**config.mk**
```make
export PLATFORM = sky130hd
export DESIGN_NAME = hazard_ctrl_flat
export DESIGN_NICKNAME = d
export VERILOG_FILES = /design/src/rtl/hazard_ctrl_if.sv /design/src/rtl/hazard_ctrl.sv /design/src/flat_wrapper.sv
export SDC_FILE = /design/constraint.sdc
export NUM_CORES = 1
export LEC_CHECK = 0
export ABC_AREA = 1
export CAP_MARGIN = 10
export CORE_MARGIN = 10
export CORE_UTILIZATION = 45
export CTS_BUF_LIST = sky130_fd_sc_hd__clkbuf_4 sky130_fd_sc_hd__clkbuf_8 sky130_fd_sc_hd__clkbuf_16
export DETAILED_ROUTE_END_ITERATION = 12
export PLACE_DENSITY = 0.76
export SLEW_MARGIN = 20
export SYNTH_ARGS = -nofsm -noshare
export SYNTH_HDL_FRONTEND = slang
export SYNTH_SLANG_ARGS = --single-unit
```
**constraint.sdc**
```tcl
create_clock -name clk -period 1.7 [get_ports clk]
set_input_delay 0.51 -clock clk [delete_from_list [all_inputs] [get_ports clk]]
set_output_delay 0.51 -clock clk [all_outputs]
set_load 0.005 [all_outputs]
```
**src/rtl/hazard_ctrl_if.sv**
```systemverilog
// hazard_ctrl_if
//  Bundles the hazard-detection inputs coming from the ID/EXE/memory stages
//  and the stall/flush controls going back to the pipeline registers.
//  Modports:
//   master : pipeline side, drives the hazard inputs, receives the controls
//   slave  : hazard_ctrl side, samples the hazard inputs, drives the controls
//  Signals:
//   id_rs1_addr/id_rs2_addr [4:0]  source registers of the ID instruction
//   id_rs1_used/id_rs2_used        ID instruction really reads rs1/rs2
//   id_exe_mem_read                instruction in EXE is a load
//   id_exe_rd_addr [4:0]           destination register of the EXE instruction
//   exe_branch_taken               EXE resolved a taken branch/jump (pulse)
//   mem_busy                       IM or DM not ready this cycle
//   pc_write/if_id_write           PC and IF_ID write enables
//   if_id_flush/id_exe_flush       bubble injection into IF_ID / ID_EXE
//   pipe_hold                      freeze every pipeline register
//   wait_timeout                   sticky memory-wait watchdog flag
interface hazard_ctrl_if;
    logic [4:0] id_rs1_addr;
    logic [4:0] id_rs2_addr;
    logic       id_rs1_used;
    logic       id_rs2_used;
    logic       id_exe_mem_read;
    logic [4:0] id_exe_rd_addr;
    logic       exe_branch_taken;
    logic       mem_busy;

    logic       pc_write;
    logic       if_id_write;
    logic       if_id_flush;
    logic       id_exe_flush;
    logic       pipe_hold;
    logic       wait_timeout;

    modport master (
        output id_rs1_addr, id_rs2_addr, id_rs1_used, id_rs2_used,
               id_exe_mem_read, id_exe_rd_addr, exe_branch_taken, mem_busy,
        input  pc_write, if_id_write, if_id_flush, id_exe_flush,
               pipe_hold, wait_timeout
    );

    modport slave (
        input  id_rs1_addr, id_rs2_addr, id_rs1_used, id_rs2_used,
               id_exe_mem_read, id_exe_rd_addr, exe_branch_taken, mem_busy,
        output pc_write, if_id_write, if_id_flush, id_exe_flush,
               pipe_hold, wait_timeout
    );
endinterface

```
**src/rtl/hazard_ctrl.sv**
```systemverilog
// hazard_ctrl
//  Pipeline hazard/stall controller for the 5-stage RV32 core. Handles the
//  cases the forwarding unit cannot: load-use (1-cycle bubble), taken-branch
//  flush (BR_PENALTY cycles of IF/ID kill) and memory back-pressure (whole
//  pipe freeze with a sticky wait watchdog).
//  Parameters:
//   BR_PENALTY (1..7)   cycles IF/ID is killed after a taken branch
//   WAIT_MAX   (1..255) busy cycles tolerated before wait_timeout sets
//  Ports:
//   clk, rst            rising-edge clock, synchronous active-high reset
//   hz                  hazard_ctrl_if.slave (hazard inputs, stall/flush outputs)
//   perf_stall_cnt/perf_flush_cnt [31:0]  only when HAZARD_PERF_CNT_EN is defined
//  Configuration macro: HAZARD_PERF_CNT_EN adds the two performance counters.
module hazard_ctrl #(
    parameter int unsigned BR_PENALTY = 2,
    parameter int unsigned WAIT_MAX   = 255
) (
    input  logic        clk,
    input  logic        rst,
`ifdef HAZARD_PERF_CNT_EN
    output logic [31:0] perf_stall_cnt,
    output logic [31:0] perf_flush_cnt,
`endif
    hazard_ctrl_if.slave hz
);

    localparam logic [2:0] BR_INIT  = 3'(BR_PENALTY - 1);
    localparam logic [7:0] WAIT_LIM = 8'(WAIT_MAX);

    typedef enum logic [1:0] {RUN, FLUSH, MEM_WAIT} state_t;

    state_t     state, state_nxt;
    state_t     ret_state, ret_nxt;
    state_t     dec_state;
    logic [2:0] flush_cnt, flush_nxt;
    logic [7:0] wait_cnt, wait_nxt;
    logic       wait_timeout, timeout_nxt;
    logic       lu;

    logic pc_write_o, if_id_write_o, if_id_flush_o, id_exe_flush_o, pipe_hold_o;

    assign lu = hz.id_exe_mem_read && (hz.id_exe_rd_addr != 5'd0) &&
                ((hz.id_rs1_used && (hz.id_rs1_addr == hz.id_exe_rd_addr)) ||
                 (hz.id_rs2_used && (hz.id_rs2_addr == hz.id_exe_rd_addr)));

    // Output decode and next-state logic. The cycle that leaves MEM_WAIT is
    // decoded exactly as a cycle of the state we return to, so a branch that
    // was frozen in EXE is accepted (and its flush sequence started) there.
    // wait_cnt counts consecutive busy cycles including the one that entered
    // MEM_WAIT, so wait_timeout sets after WAIT_MAX+1 busy cycles.
    always_comb begin
        pc_write_o     = 1'b1;
        if_id_write_o  = 1'b1;
        if_id_flush_o  = 1'b0;
        id_exe_flush_o = 1'b0;
        pipe_hold_o    = 1'b0;
        state_nxt      = state;
        ret_nxt        = ret_state;
        flush_nxt      = flush_cnt;
        wait_nxt       = wait_cnt;
        timeout_nxt    = wait_timeout;
        dec_state      = state;

        if (state == MEM_WAIT) begin
            if (hz.mem_busy) begin
                pipe_hold_o   = 1'b1;
                pc_write_o    = 1'b0;
                if_id_write_o = 1'b0;
                if (wait_cnt != 8'hFF) begin
                    wait_nxt = wait_cnt + 8'd1;
                end
                if (wait_cnt == WAIT_LIM) begin
                    timeout_nxt = 1'b1;
                end
            end else begin
                wait_nxt  = 8'd0;
                dec_state = ret_state;
                state_nxt = ret_state;
            end
        end

        case (dec_state)
            RUN, FLUSH: begin
                if (hz.mem_busy) begin
                    pipe_hold_o   = 1'b1;
                    pc_write_o    = 1'b0;
                    if_id_write_o = 1'b0;
                    ret_nxt       = dec_state;
                    state_nxt     = MEM_WAIT;
                    wait_nxt      = 8'd1;
                end else if (hz.exe_branch_taken) begin
                    if_id_flush_o  = 1'b1;
                    id_exe_flush_o = 1'b1;
                    flush_nxt      = BR_INIT;
                    state_nxt      = (BR_PENALTY > 1) ? FLUSH : RUN;
                end else if (dec_state == RUN) begin
                    if (lu) begin
                        pc_write_o     = 1'b0;
                        if_id_write_o  = 1'b0;
                        id_exe_flush_o = 1'b1;
                    end
                end else begin
                    if_id_flush_o = 1'b1;
                    if (flush_cnt <= 3'd1) begin
                        flush_nxt = 3'd0;
                        state_nxt = RUN;
                    end else begin
                        flush_nxt = flush_cnt - 3'd1;
                    end
                end
            end
            default: ;
        endcase

        if (rst) begin
            pc_write_o     = 1'b0;
            if_id_write_o  = 1'b0;
            if_id_flush_o  = 1'b1;
            id_exe_flush_o = 1'b1;
            pipe_hold_o    = 1'b0;
        end
    end

    always_ff @(posedge clk) begin
        if (rst) begin
            state        <= RUN;
            ret_state    <= RUN;
            flush_cnt    <= 3'd0;
            wait_cnt     <= 8'd0;
            wait_timeout <= 1'b0;
        end else begin
            state        <= state_nxt;
            ret_state    <= ret_nxt;
            flush_cnt    <= flush_nxt;
            wait_cnt     <= wait_nxt;
            wait_timeout <= timeout_nxt;
        end
    end

`ifdef HAZARD_PERF_CNT_EN
    // Outside reset, pc_write is low only for a freeze or a load-use stall,
    // and if_id_flush together with id_exe_flush only marks a branch accept.
    always_ff @(posedge clk) begin
        if (rst) begin
            perf_stall_cnt <= 32'd0;
            perf_flush_cnt <= 32'd0;
        end else begin
            if (!pc_write_o) begin
                perf_stall_cnt <= perf_stall_cnt + 32'd1;
            end
            if (if_id_flush_o && id_exe_flush_o) begin
                perf_flush_cnt <= perf_flush_cnt + 32'd1;
            end
        end
    end
`endif

    assign hz.pc_write     = pc_write_o;
    assign hz.if_id_write  = if_id_write_o;
    assign hz.if_id_flush  = if_id_flush_o;
    assign hz.id_exe_flush = id_exe_flush_o;
    assign hz.pipe_hold    = pipe_hold_o;
    assign hz.wait_timeout = wait_timeout;

endmodule

```
**src/flat_wrapper.sv**
```systemverilog
// flat-port wrapper written by rule: the top's interface ports become plain ports
module hazard_ctrl_flat 
#(
    parameter int unsigned BR_PENALTY = 2,
    parameter int unsigned WAIT_MAX   = 255
)
  (clk, rst, hz_id_rs1_addr, hz_id_rs2_addr, hz_id_rs1_used, hz_id_rs2_used, hz_id_exe_mem_read, hz_id_exe_rd_addr, hz_exe_branch_taken, hz_mem_busy, hz_pc_write, hz_if_id_write, hz_if_id_flush, hz_id_exe_flush, hz_pipe_hold, hz_wait_timeout);
  hazard_ctrl_if hz_i ();
  input  logic clk;
  input  logic rst;
  input wire logic [$bits(hz_i.id_rs1_addr)-1:0] hz_id_rs1_addr;
  input wire logic [$bits(hz_i.id_rs2_addr)-1:0] hz_id_rs2_addr;
  input wire logic [$bits(hz_i.id_rs1_used)-1:0] hz_id_rs1_used;
  input wire logic [$bits(hz_i.id_rs2_used)-1:0] hz_id_rs2_used;
  input wire logic [$bits(hz_i.id_exe_mem_read)-1:0] hz_id_exe_mem_read;
  input wire logic [$bits(hz_i.id_exe_rd_addr)-1:0] hz_id_exe_rd_addr;
  input wire logic [$bits(hz_i.exe_branch_taken)-1:0] hz_exe_branch_taken;
  input wire logic [$bits(hz_i.mem_busy)-1:0] hz_mem_busy;
  output wire logic [$bits(hz_i.pc_write)-1:0] hz_pc_write;
  output wire logic [$bits(hz_i.if_id_write)-1:0] hz_if_id_write;
  output wire logic [$bits(hz_i.if_id_flush)-1:0] hz_if_id_flush;
  output wire logic [$bits(hz_i.id_exe_flush)-1:0] hz_id_exe_flush;
  output wire logic [$bits(hz_i.pipe_hold)-1:0] hz_pipe_hold;
  output wire logic [$bits(hz_i.wait_timeout)-1:0] hz_wait_timeout;
  assign hz_i.id_rs1_addr = hz_id_rs1_addr;
  assign hz_i.id_rs2_addr = hz_id_rs2_addr;
  assign hz_i.id_rs1_used = hz_id_rs1_used;
  assign hz_i.id_rs2_used = hz_id_rs2_used;
  assign hz_i.id_exe_mem_read = hz_id_exe_mem_read;
  assign hz_i.id_exe_rd_addr = hz_id_exe_rd_addr;
  assign hz_i.exe_branch_taken = hz_exe_branch_taken;
  assign hz_i.mem_busy = hz_mem_busy;
  assign hz_pc_write = hz_i.pc_write;
  assign hz_if_id_write = hz_i.if_id_write;
  assign hz_if_id_flush = hz_i.if_id_flush;
  assign hz_id_exe_flush = hz_i.id_exe_flush;
  assign hz_pipe_hold = hz_i.pipe_hold;
  assign hz_wait_timeout = hz_i.wait_timeout;
  hazard_ctrl #(.BR_PENALTY(BR_PENALTY), .WAIT_MAX(WAIT_MAX)) u_core (.clk(clk), .rst(rst), .hz(hz_i));
endmodule
```
==> results by group <==
Place
  • Buffers on Ports: 27
  • Final HPWL DP: between 2000 and 2500 um
  • Placer Congestion: slightly below 0.9
  • Pre-CTS WS: -1.116 ns

Critical path
  • CP Class: primary input to output pin
  • Slowest stage delay, CP: ~0.12 ns
  • Crit-path most repeated cell: nand2_1
  • CP Capture Type: output pin
  • R2r endpoint: u_core.wait_cnt[5]
  • Arrival time at the worst endpoint: approximately 1.4 ns
  • CP max-delay cell: o21ai_2
  • CP Data Required Time: approximately 1.2 ns
  • Crit start category: primary input
  • CP endpoint: hz_if_id_write
  • Crit Path Max Fanout: 3
  • Cells along the critical path: buf_8 > nand2_1 > nand2_2 > nor2_1 > nand3_1 > nand2_1 > nand2_1 > o21ai_2 > inv_1 > buf_2
  • Launch point of the worst path: hz_id_exe_rd_addr[1]
  • FF-to-FF path depth: 8
  • RR Startpoint: u_core.wait_cnt[0]
  • Flop2flop setup slack: 0.29 ns

Outcome
  • Failing checks: setup timing
  • Outcome: finished with violations

Power
  • Sequential fraction of design power: between 40% and 50%
  • Logic pwr share: between 30% and 40%
  • Cell-internal power: 673.3 uW
  • P per Cell Area: about 520 mW/mm2
  • Leakage: 0.9201 nW
  • Peak VDD IR: around 670 uV
  • Switching power total: approximately 300 uW
  • Switch share: approximately 31%
  • Clk pwr share: between 20% and 30%

Job
  • Max_cap viols: 0

CTS
  • Num CTS Buffers: 3
  • Clk root buf: clkbuf_4
  • H-tree Lvls: 1
  • Post-CTS Hold Buffers: 0
  • Clock sinks: 16
  • CTS clk-pin slew, worst paths: about 0.10 ns
  • Worst skew pair latency: 0.29 ns
  • CTS tree: done
  • Clock buffer depth: 2

Layout
  • Share of cells above drive strength 1: a little under half
  • Antenna Cells: 0
  • Register area: approximately 330 um2
  • Commonest cells after routing, fill and taps aside: nand2_1, inv_1, buf_4, nand2_2, nand3_1
  • Area growth syn-to-layout: 55.19%
  • # fillers: 195
  • Area of the multi-input gates: approximately 840 um2
  • Commonest non-fill, non-tap cell in the layout: nand2_1
  • Nets: 270

Floorplan
  • Initial core utilization: 47.82%
  • Row Count: 18
  • Ports: 28
  • Die area: 0.005151 mm2
  • Die width: slightly above 70 um
  • Placeable Area: ~0.0025 mm2
  • Chip height: roughly 70 um

Logic synthesis
  • Post-Syn Area: around 0.0012 mm2
  • Yosys warns: 0
  • Share of the synthesized area in the top cell type: between 20% and 30%
  • Dominant cell type by area after synthesis: dfxtp_1
  • Yosys reg bits: 16
  • Synthesized area per cell: about 6.2 um2
  • Distinct cells, synth: 26
  • Synth top area cells: dfxtp_1, nand2_1, inv_1, nand3_1, nor2_1
  • Post-synthesis sequential area ratio: between 20% and 30%
  • Syn Inst Count: approximately 190
  • Syn Nets: between 200 and 250

Global route
  • First-pass GRT wire length: about 5400 um
  • GRT Total Usage: around an eighth
  • Largest net degree at the start of global routing: 10
  • Number of global-route vias before repair: 1,318
  • Global route overflow: 0
  • Initial antenna violation count: 0

Timing
  • Clk_skew: about 0.0072 ns
  • Fin crit share: 111.7%
  • Minimum hold slack: between 0.4 and 0.5 ns
  • PnR worst setup slack: -0.1983 ns
  • Final setup viols: 5
  • Worst slew margin: 83.74%
  • Post-route minimum period: 1.898 ns
  • Max Clk Rate: 0.5268 GHz
  • Worst-Margin Slew: 0.2436 ns
  • RSZ-0062 raised after global routing: yes
  • Hold Vio Cnt, Final: 0
  • Final slew viol count: 0

Route
  • DRT iter0 DRCs: between 50 and 60
  • DR WL/cell: 12.37 um
  • Remaining DRCs: 0
  • DR vias: 1,354
  • Detail Route Antenna Nets: 0
  • DR vias/cell: 4.942
  • Drt total wl: around 3400 um
  • DR pass1 iterations: 4

Worst hold path
  • Hold WC Path Type: flop to flop
[final cells by class]
type                            instances  area share (%)
Multi-Input combinational cell        134           44.92
Sequential cell                        16           17.51
Tap cell                               30           2.005
Inverter                               42           10.70
Clock buffer                            4           1.938
Timing Repair Buffer                   48           22.93
[through the flow]
step	utilization (%)	TNS [ns]	total power, mW	instance area, um2	cells
floorplan	-	0	0.5389	1260	194
global placement	66.62	-7.233	0.6709	1680	266
detailed placement	66.62	-7.551	0.6779	1680	266
CTS	66.82	-0.7581	0.9259	1685	273
global route	74.21	-1.246	1.033	1872	274
finish	74.21	-0.8148	0.9779	1872	274
[state kept, by name, summed over array words and instances (netlist names)]
signal	count
u_core.state	2
u_core.flush_cnt	3
u_core.ret_state	2
u_core.hz.wait_timeout	1
u_core.wait_cnt	8
[power by group through the flow]
stage               sequential, mW  clock [mW]  combinational (mW)
finish                       0.396       0.260               0.322
global route                 0.398       0.283               0.353
CTS                          0.396       0.265               0.265
detailed placement           0.403           0               0.275
global placement             0.403           0               0.268
floorplan                    0.401           0               0.138
[worst min-delay path by stage]
stage | from | end | cells past startpoint
after floorplan | u_core.ret_state[1] | u_core.ret_state[1] | 2
after global placement | u_core.ret_state[1] | u_core.ret_state[1] | 2
after detailed placement | u_core.ret_state[1] | u_core.ret_state[1] | 2
after CTS | u_core.ret_state[1] | u_core.ret_state[1] | 2
after global routing | u_core.ret_state[1] | u_core.ret_state[1] | 2
final | u_core.hz.wait_timeout | u_core.hz.wait_timeout | 2
[metal layers]
| metal | global-route usage (%) | wire (um) | up-vias |
|---|---|---|---|
| li1 | - | - | 708 |
| met1 | 12.59 | 1397 | 617 |
| met2 | 23.53 | 1820 | 21 |
| met3 | 3.994 | 95 | 8 |
| met4 | 2.581 | 75 | 0 |
| met5 | 0 | 0 | - |
[repair_timing]
item | in CTS | in global routing
pin swaps | 29 | 31
buffers inserted | 3 | 1
gates resized for setup | 110 | 60
endpoints found under the setup margin | 5 | 6
[synthesized netlist by cell type, drive strengths merged]
| library cell | count |
|---|---|
| clkbuf | 1 |
| buf | 1 |
| nand2 | 57 |
| inv | 42 |
| a31oi | 3 |
| o211ai | 1 |
| nand4 | 3 |
| a21oi | 14 |
| nand3 | 19 |
| dfxtp | 16 |
| nand3b | 1 |
| nor3 | 2 |
| ha | 3 |
| nor2 | 23 |
| xnor2 | 1 |
| o21ai | 7 |
[worst max-delay path, delay by kind of cell]
family / cells / cell delay (ns)
AO/OA/AOI/OAI: 1 / 0.12
buffers and inverters: 3 / 0.28
AND/OR/NAND/NOR: 6 / 0.48
[kinds of logic after synthesis]
logic type	count (synthesis)	synth area share (%)
AOI/OAI and AO/OA	25	13.59
xor gates and xnor gates	1	0.7263
adders and majority gates	3	3.112
buffers and inverters	44	14.00
DFF	16	26.56
and+or+nand+nor	105	42.01
Power figures use the tool's default switching activity.
